File: src/rtl/div_unit.sv
// div_unit: iterative radix-2 restoring divider for RV32M DIV/DIVU/REM/REMU.
//
// Operands come straight from the register-file read ports; the result,
// latched destination index and a write enable go back to the write port
// through the writeback mux. One quotient bit is produced per cycle, and the
// pipeline stalls while busy is high.
//
// Ports:
//   clk       clock, all state updates on the rising edge
//   rst_n     synchronous active-low reset
//   start     request, accepted only in IDLE and only when kill is low
//   op        00 DIV, 01 DIVU, 10 REM, 11 REMU (funct3[1:0])
//   rs1_data  dividend
//   rs2_data  divisor
//   rd_in     destination register index
//   kill      abort the in-flight operation (pipeline flush)
//   busy      high in CALC and DONE
//   done      one-cycle pulse, result valid
//   result    quotient or remainder, held until the next completion
//   rd_out    destination index of the last completed operation
//   wb_en     done with a non-zero destination, drives RegWrite
module div_unit #(
  parameter int WIDTH = 32
) (
  input  logic             clk,
  input  logic             rst_n,
  input  logic             start,
  input  logic [1:0]       op,
  input  logic [WIDTH-1:0] rs1_data,
  input  logic [WIDTH-1:0] rs2_data,
  input  logic [4:0]       rd_in,
  input  logic             kill,
  output logic             busy,
  output logic             done,
  output logic [WIDTH-1:0] result,
  output logic [4:0]       rd_out,
  output logic             wb_en
);

  localparam int CW = $clog2(WIDTH);
  localparam logic [WIDTH-1:0] MIN_NEG = {1'b1, {(WIDTH-1){1'b0}}};

  typedef enum logic [1:0] {IDLE, CALC, DONE} state_t;

  state_t           state_reg, state_next;
  logic             is_rem_reg, is_rem_next;
  logic [4:0]       rd_reg, rd_next;
  logic [WIDTH-1:0] divisor_reg, divisor_next;
  logic [WIDTH-1:0] quo_reg, quo_next;      // dividend shifts out, quotient shifts in
  logic [WIDTH:0]   rem_reg, rem_next;
  logic [CW-1:0]    count_reg, count_next;
  logic             neg_q_reg, neg_q_next;
  logic             neg_r_reg, neg_r_next;
  logic [WIDTH-1:0] result_reg, result_next;
  logic [4:0]       rd_out_reg, rd_out_next;

  // Operand conditioning for a new request.
  logic             is_signed, s1, s2, div_zero, overflow;
  logic [WIDTH-1:0] abs1, abs2, special_res;

  assign is_signed = ~op[0];
  assign s1        = is_signed & rs1_data[WIDTH-1];
  assign s2        = is_signed & rs2_data[WIDTH-1];
  assign abs1      = s1 ? -rs1_data : rs1_data;
  assign abs2      = s2 ? -rs2_data : rs2_data;
  assign div_zero  = (rs2_data == '0);
  assign overflow  = is_signed && (rs1_data == MIN_NEG) && (rs2_data == '1);
  assign special_res = div_zero ? (op[1] ? rs1_data : '1)
                                : (op[1] ? '0 : MIN_NEG);

  // One restoring step. The trial subtraction is one bit wider than the
  // remainder so its MSB is a clean borrow flag.
  logic [WIDTH+1:0] wide, diff;
  logic             q_bit;
  logic [WIDTH:0]   rem_step;
  logic [WIDTH-1:0] quo_step, q_fix, r_fix;
  logic             last_iter;

  assign wide      = {rem_reg, quo_reg[WIDTH-1]};
  assign diff      = wide - {2'b00, divisor_reg};
  assign q_bit     = ~diff[WIDTH+1];
  assign rem_step  = q_bit ? diff[WIDTH:0] : wide[WIDTH:0];
  assign quo_step  = {quo_reg[WIDTH-2:0], q_bit};
  assign q_fix     = neg_q_reg ? -quo_step : quo_step;
  assign r_fix     = neg_r_reg ? -rem_step[WIDTH-1:0] : rem_step[WIDTH-1:0];
  assign last_iter = (count_reg == CW'(WIDTH-1));

  always_comb begin
    state_next   = state_reg;
    is_rem_next  = is_rem_reg;
    rd_next      = rd_reg;
    divisor_next = divisor_reg;
    quo_next     = quo_reg;
    rem_next     = rem_reg;
    count_next   = count_reg;
    neg_q_next   = neg_q_reg;
    neg_r_next   = neg_r_reg;
    result_next  = result_reg;
    rd_out_next  = rd_out_reg;

    case (state_reg)
      IDLE: begin
        if (start && !kill) begin
          is_rem_next = op[1];
          rd_next     = rd_in;
          if (div_zero || overflow) begin
            // Architecturally defined results, no iteration needed.
            result_next = special_res;
            rd_out_next = rd_in;
            state_next  = DONE;
          end else begin
            quo_next     = abs1;
            divisor_next = abs2;
            rem_next     = '0;
            count_next   = '0;
            neg_q_next   = s1 ^ s2;
            neg_r_next   = s1;
            state_next   = CALC;
          end
        end
      end
      CALC: begin
        if (kill) begin
          state_next = IDLE;
        end else begin
          rem_next   = rem_step;
          quo_next   = quo_step;
          count_next = count_reg + CW'(1);
          if (last_iter) begin
            // Sign fix-up folded into the final step so result is ready in DONE.
            result_next = is_rem_reg ? r_fix : q_fix;
            rd_out_next = rd_reg;
            state_next  = DONE;
          end
        end
      end
      DONE: state_next = IDLE;
      default: state_next = IDLE;
    endcase
  end

  always_ff @(posedge clk) begin
    if (!rst_n) begin
      state_reg   <= IDLE;
      is_rem_reg  <= 1'b0;
      rd_reg      <= '0;
      divisor_reg <= '0;
      quo_reg     <= '0;
      rem_reg     <= '0;
      count_reg   <= '0;
      neg_q_reg   <= 1'b0;
      neg_r_reg   <= 1'b0;
      result_reg  <= '0;
      rd_out_reg  <= '0;
    end else begin
      state_reg   <= state_next;
      is_rem_reg  <= is_rem_next;
      rd_reg      <= rd_next;
      divisor_reg <= divisor_next;
      quo_reg     <= quo_next;
      rem_reg     <= rem_next;
      count_reg   <= count_next;
      neg_q_reg   <= neg_q_next;
      neg_r_reg   <= neg_r_next;
      result_reg  <= result_next;
      rd_out_reg  <= rd_out_next;
    end
  end

  // A flush during the DONE cycle suppresses the pulse immediately.
  assign busy   = (state_reg != IDLE);
  assign done   = (state_reg == DONE) && !kill;
  assign result = result_reg;
  assign rd_out = rd_out_reg;
  assign wb_en  = done && (rd_out_reg != 5'd0);

endmodule

File: config.mk
export PLATFORM = sky130hd
export DESIGN_NAME = div_unit
export DESIGN_NICKNAME = d
export VERILOG_FILES = /design/src/rtl/div_unit.sv
export SDC_FILE = /design/constraint.sdc
export NUM_CORES = 1
export LEC_CHECK = 0
export CELL_PAD_IN_SITES_DETAIL_PLACEMENT = 1
export CELL_PAD_IN_SITES_GLOBAL_PLACEMENT = 2
export CORE_MARGIN = 8
export CORE_UTILIZATION = 31
export CTS_CLUSTER_DIAMETER = 50
export CTS_CLUSTER_SIZE = 25
export DETAILED_ROUTE_END_ITERATION = 8
export HOLD_SLACK_MARGIN = 0.02
export PLACE_DENSITY_LB_ADDON = 0.2
export REMOVE_ABC_BUFFERS = 1
export SKIP_LAST_GASP = 1
export SYNTH_ARGS = -nofsm -noshare
export SYNTH_HDL_FRONTEND = slang
export SYNTH_SLANG_ARGS = --single-unit
File: constraint.sdc
create_clock -name clk -period 4.9 [get_ports clk]
set_input_delay 0.98 -clock clk [delete_from_list [all_inputs] [get_ports clk]]
set_output_delay 0.98 -clock clk [all_outputs]
set_load 0.1 [all_outputs]
==> run_results.csv <==
group,metric,value,unit
outcome,status,"finished, final reports clean",
sta,slew_viol_final,0,
placed_design,dpl_cell_area,13800,um2
yosys,syn_inst,1560,
cts,cts.clk_slew.worst_paths,0.08,ns
finish,drive_gt1_share,10.5,%
critical_path,rr_worst_depth,22,
critical_path,cp_slowest_stage_delay,0.61,ns
yosys,yosysTopAreaCell,"dfxtp_1",
cts,cts_tree,"built",
min_path,hold_path_class,"reg2reg",
critical_path,worstSetupStartpointType,"input pin",
finish,largest_reg_flops,33,
yosys,synth_edf_count,0,
route,firstDrtPassIters,8,
yosys,yosysWarnings,0,
power_and_ir_drop,power,3.53,mW
route,vias,12470,
finish,fin_util,38.6,%
sta,finalSetupViolations,0,
power_and_ir_drop,p_per_area,245,nW/um2
cts,cts_setup_buffers,0,
yosys,synth_cell_types,81,
cts,htree_levels,4,
sta,worst_pin_slew,1.13,ns
route,dr.first_iter.drc_count,885,
cts,cts_root_buf,"clkbuf_16",
yosys,ys.flop_type,"dfxtp_1",
sta,setup_tns,0,ns
floorplan,die_w,210,um
critical_path,cp-end-kind,"flip-flop",
power_and_ir_drop,ir_worst_vdd,0.000249,V
yosys,netlist_area,11700,um2
placed_design,place_ws,-0.262,ns
finish,n_fill_cell,4601,
finish,stdcell_area,14400,um2
placed_design,finalWeightedCongestion,0.860,
route,wl,47600,um
flow_run,maxCapViolCount,0,
sta,skew,0.0185,ns
critical_path,cp_num_buf_inv,3,
critical_path,crit_slowest_cell,"or4_1",
floorplan,core,37300,um2
global_route,grt_use_total,21.4,%
floorplan,die-area,44100,um2
min_path,hold_start,"rd_reg[4]$_SDFFE_PN0P_",
global_route,antenna_found_initial,0,
cts,cts.path.max_buffers,2,
route,drc_errors,0,
power_and_ir_drop,p_leak,5.32,nW
critical_path,crit_required,5.26,ns
yosys,ys_seq_area_share,25.6,%
critical_path,timing.reg2reg.setup_slack,0.29,ns
global_route,grt_pass1_vias,12907,
sta,setup_slack,0.203,ns
sta,post-route-min-period,4.70,ns
global_route,grt_max_degree,88,
critical_path,r2r_end,"result[22]$_SDFFE_PN0P_",
sta,hold_viol,0,
route,ant_nets,0,
floorplan,fp.dieH,210,um
finish,syn_to_final_growth,23.6,%
floorplan,pin_count,115,
yosys,synth.avg_cell_area,7.47,um2
global_route,overflow,0,
critical_path,critical_path_class,"in2reg",
cts,cts_made_buffers,17,
yosys,synth-async-reset-ratio,0,%
yosys,synth_area_leaders,"dfxtp_1 (26%), nor2_1 (6.9%), o21ai_0 (5.5%)",
cts,cts_hold_buf,0,
finish,layout.nets,1805,
placed_design,portBuffers,114,
critical_path,crit_fanout,10,
placed_design,dp.final_hpwl,36200,um
cts,cts_sinks,149,
route,wl_per_cell,21.9,um
placed_design,dpl.cell_count,2145,
floorplan,initial_core_util,31.2,%
sta,min_period_over_period,95.9,%
sta,fmax,213,MHz
global_route,grt_pass1_wl,74800,um
yosys,synth_top_area_share,25.6,%
sta,max-slew-margin-rel,24.3,%
cts,clk_latency,0.46,ns
min_path,min_to,"rd_out[4]$_SDFFE_PN0P_",
finish,fin_cells,2176,
critical_path,cp.arrival,5.05,ns
critical_path,timing.rr.start,"divisor_reg[31]$_SDFFE_PN0P_",
sta,holdWs,0.478,ns
critical_path,worstPathCellList,"clkdlybuf4s50_1 > ha_1 > nand4_1 > or4_1 > nor4_1 > buf_4 > a31oi_1 > or3b_1 > a211oi_4 > buf_4 > nand2_1 > a21oi_1 > o311a_1 > a21oi_1",
min_path,hold_path_depth,2,
route,viasPerCell,5.73,
floorplan,rows,71,
critical_path,critical_path.top_delay_family,"simple AND/OR/NAND/NOR gates",
finish,antennaDiodeCount,0,
yosys,ys_seq_elements,149,
## synthesized netlist by cell type (5+ instances only)
library cell	count
o2111ai_1	5
buf_2	14
nand4_1	19
a21o_1	13
o31ai_1	23
and2_1	9
nand2b_1	15
nand2_1	109
nor4_1	20
clkbuf_1	70
a211o_1	7
o41ai_1	15
or4_1	16
nand3_1	21
or2_2	5
and4_1	7
nor4_2	5
mux2_2	6
a41oi_1	5
o21ai_0	129
a21oi_1	112
buf_1	7
a222oi_1	31
inv_1	59
nor3_1	34
o21a_1	9
nor2b_1	7
buf_4	6
mux2i_1	31
a22oi_1	22
xnor2_1	69
nor2_1	213
ha_1	39
or3_1	17
nor3b_1	7
a311oi_1	8
a31oi_1	26
xor2_1	60
a211oi_1	42
dfxtp_1	149
o211ai_1	17
o21ai_1	7
and3_1	8
## what timing repair did
item | CTS | global route
gates resized for setup | 2 | 15
pin swaps | 0 | 3
hold endpoints to repair | 0 | 0
gates cloned | 0 | 0
endpoints found under the setup margin | 2 | 12
## report_power, final
group | leakage (nW) | internal [mW] | total [mW] | switching [mW]
Combinational | 3.83 | 0.344 | 0.881 | 0.537
Clock | 0.287 | 0.761 | 1.36 | 0.604
Sequential | 1.21 | 1.25 | 1.29 | 0.0388
Total | 5.32 | 2.35 | 3.53 | 1.18
## cell type report
| type | count | area, um2 | share of cell area (%) |
|---|---|---|---|
| sequential | 149 | 2980 | 20.7 |
| clock inverter | 12 | 129 | 0.895 |
| clock buffer | 19 | 443 | 3.07 |
| timing repair buffer | 208 | 1880 | 13.0 |
| tap | 474 | 593 | 4.12 |
| multi-input combinational | 1253 | 8150 | 56.6 |
| inverter | 61 | 230 | 1.60 |
## metal layers
metal	vias to the layer above	part of all wire, %	GRT usage [%]
met1	6168	46	27.5
met4	0	2.1	5.91
met3	47	3.3	3.19
li1	6052	-	-
met5	-	0	0
met2	203	48	36.8
## cells by family after synthesis
family                     count (synthesis)  share of synthesized area [%]
adders and majority gates                 40                           4.36
AOI/OAI and AO/OA                        520                           29.9
and+or+nand+nor                          527                           21.8
muxes                                     37                           3.24
DFF                                      149                           25.6
buffers and inverters                    158                           5.43
xor gates and xnor gates                 129                           9.69
## worst max path at each step
stage,from,end,slack [ns],depth (start not counted)
floorplan,divisor_reg[18]$_SDFFE_PN0P_,result[30]$_SDFFE_PN0P_,-0.73,19
global route,divisor_reg[8]$_SDFFE_PN0P_,result[22]$_SDFFE_PN0P_,-0.03,23
finish,rs2_data[0],result[28]$_SDFFE_PN0P_,0.20,14
CTS,divisor_reg[18]$_SDFFE_PN0P_,result[22]$_SDFFE_PN0P_,0.006,23
detailed placement,rs2_data[0],result[28]$_SDFFE_PN0P_,-0.26,14
global placement,rs2_data[0],result[28]$_SDFFE_PN0P_,-0.19,14
## cell usage in the layout (no fill, tap or decap), types with 18 or more instances in the layout
| master | count |
|---|---|
| mux2i_1 | 31 |
| o21ai_0 | 127 |
| a21oi_1 | 108 |
| nand4_1 | 19 |
| ha_1 | 39 |
| nor4_1 | 18 |
| a222oi_1 | 31 |
| o31ai_1 | 23 |
| dfxtp_1 | 149 |
| clkdlybuf4s50_1 | 112 |
| xnor2_1 | 69 |
| nor2_1 | 211 |
| nand2_1 | 109 |
| nand3_1 | 21 |
| a211oi_1 | 42 |
| xor2_1 | 60 |
| nor3_1 | 33 |
| inv_1 | 59 |
| a31oi_1 | 26 |
| a22oi_1 | 22 |
| buf_4 | 93 |
## worst register-to-register path, cell delays in order (launching register included)
cell      delay [ns]
dfxtp_1         0.34
inv_1           0.06
ha_1            0.35
nand4b_1        0.22
nor4_2          0.35
buf_4           0.18
nand2_1         0.08
o211ai_4        0.23
o21a_1          0.26
nor2_4          0.08
mux2i_1         0.20
ha_1            0.21
inv_1           0.07
or3_1           0.38
nor3_2          0.20
a21boi_2        0.24
a31oi_1         0.08
buf_4           0.19
nor4_2          0.29
buf_4           0.17
mux2i_1         0.18
nor2_1          0.06
a21oi_1         0.12
(Power assumes the default switching activity.)
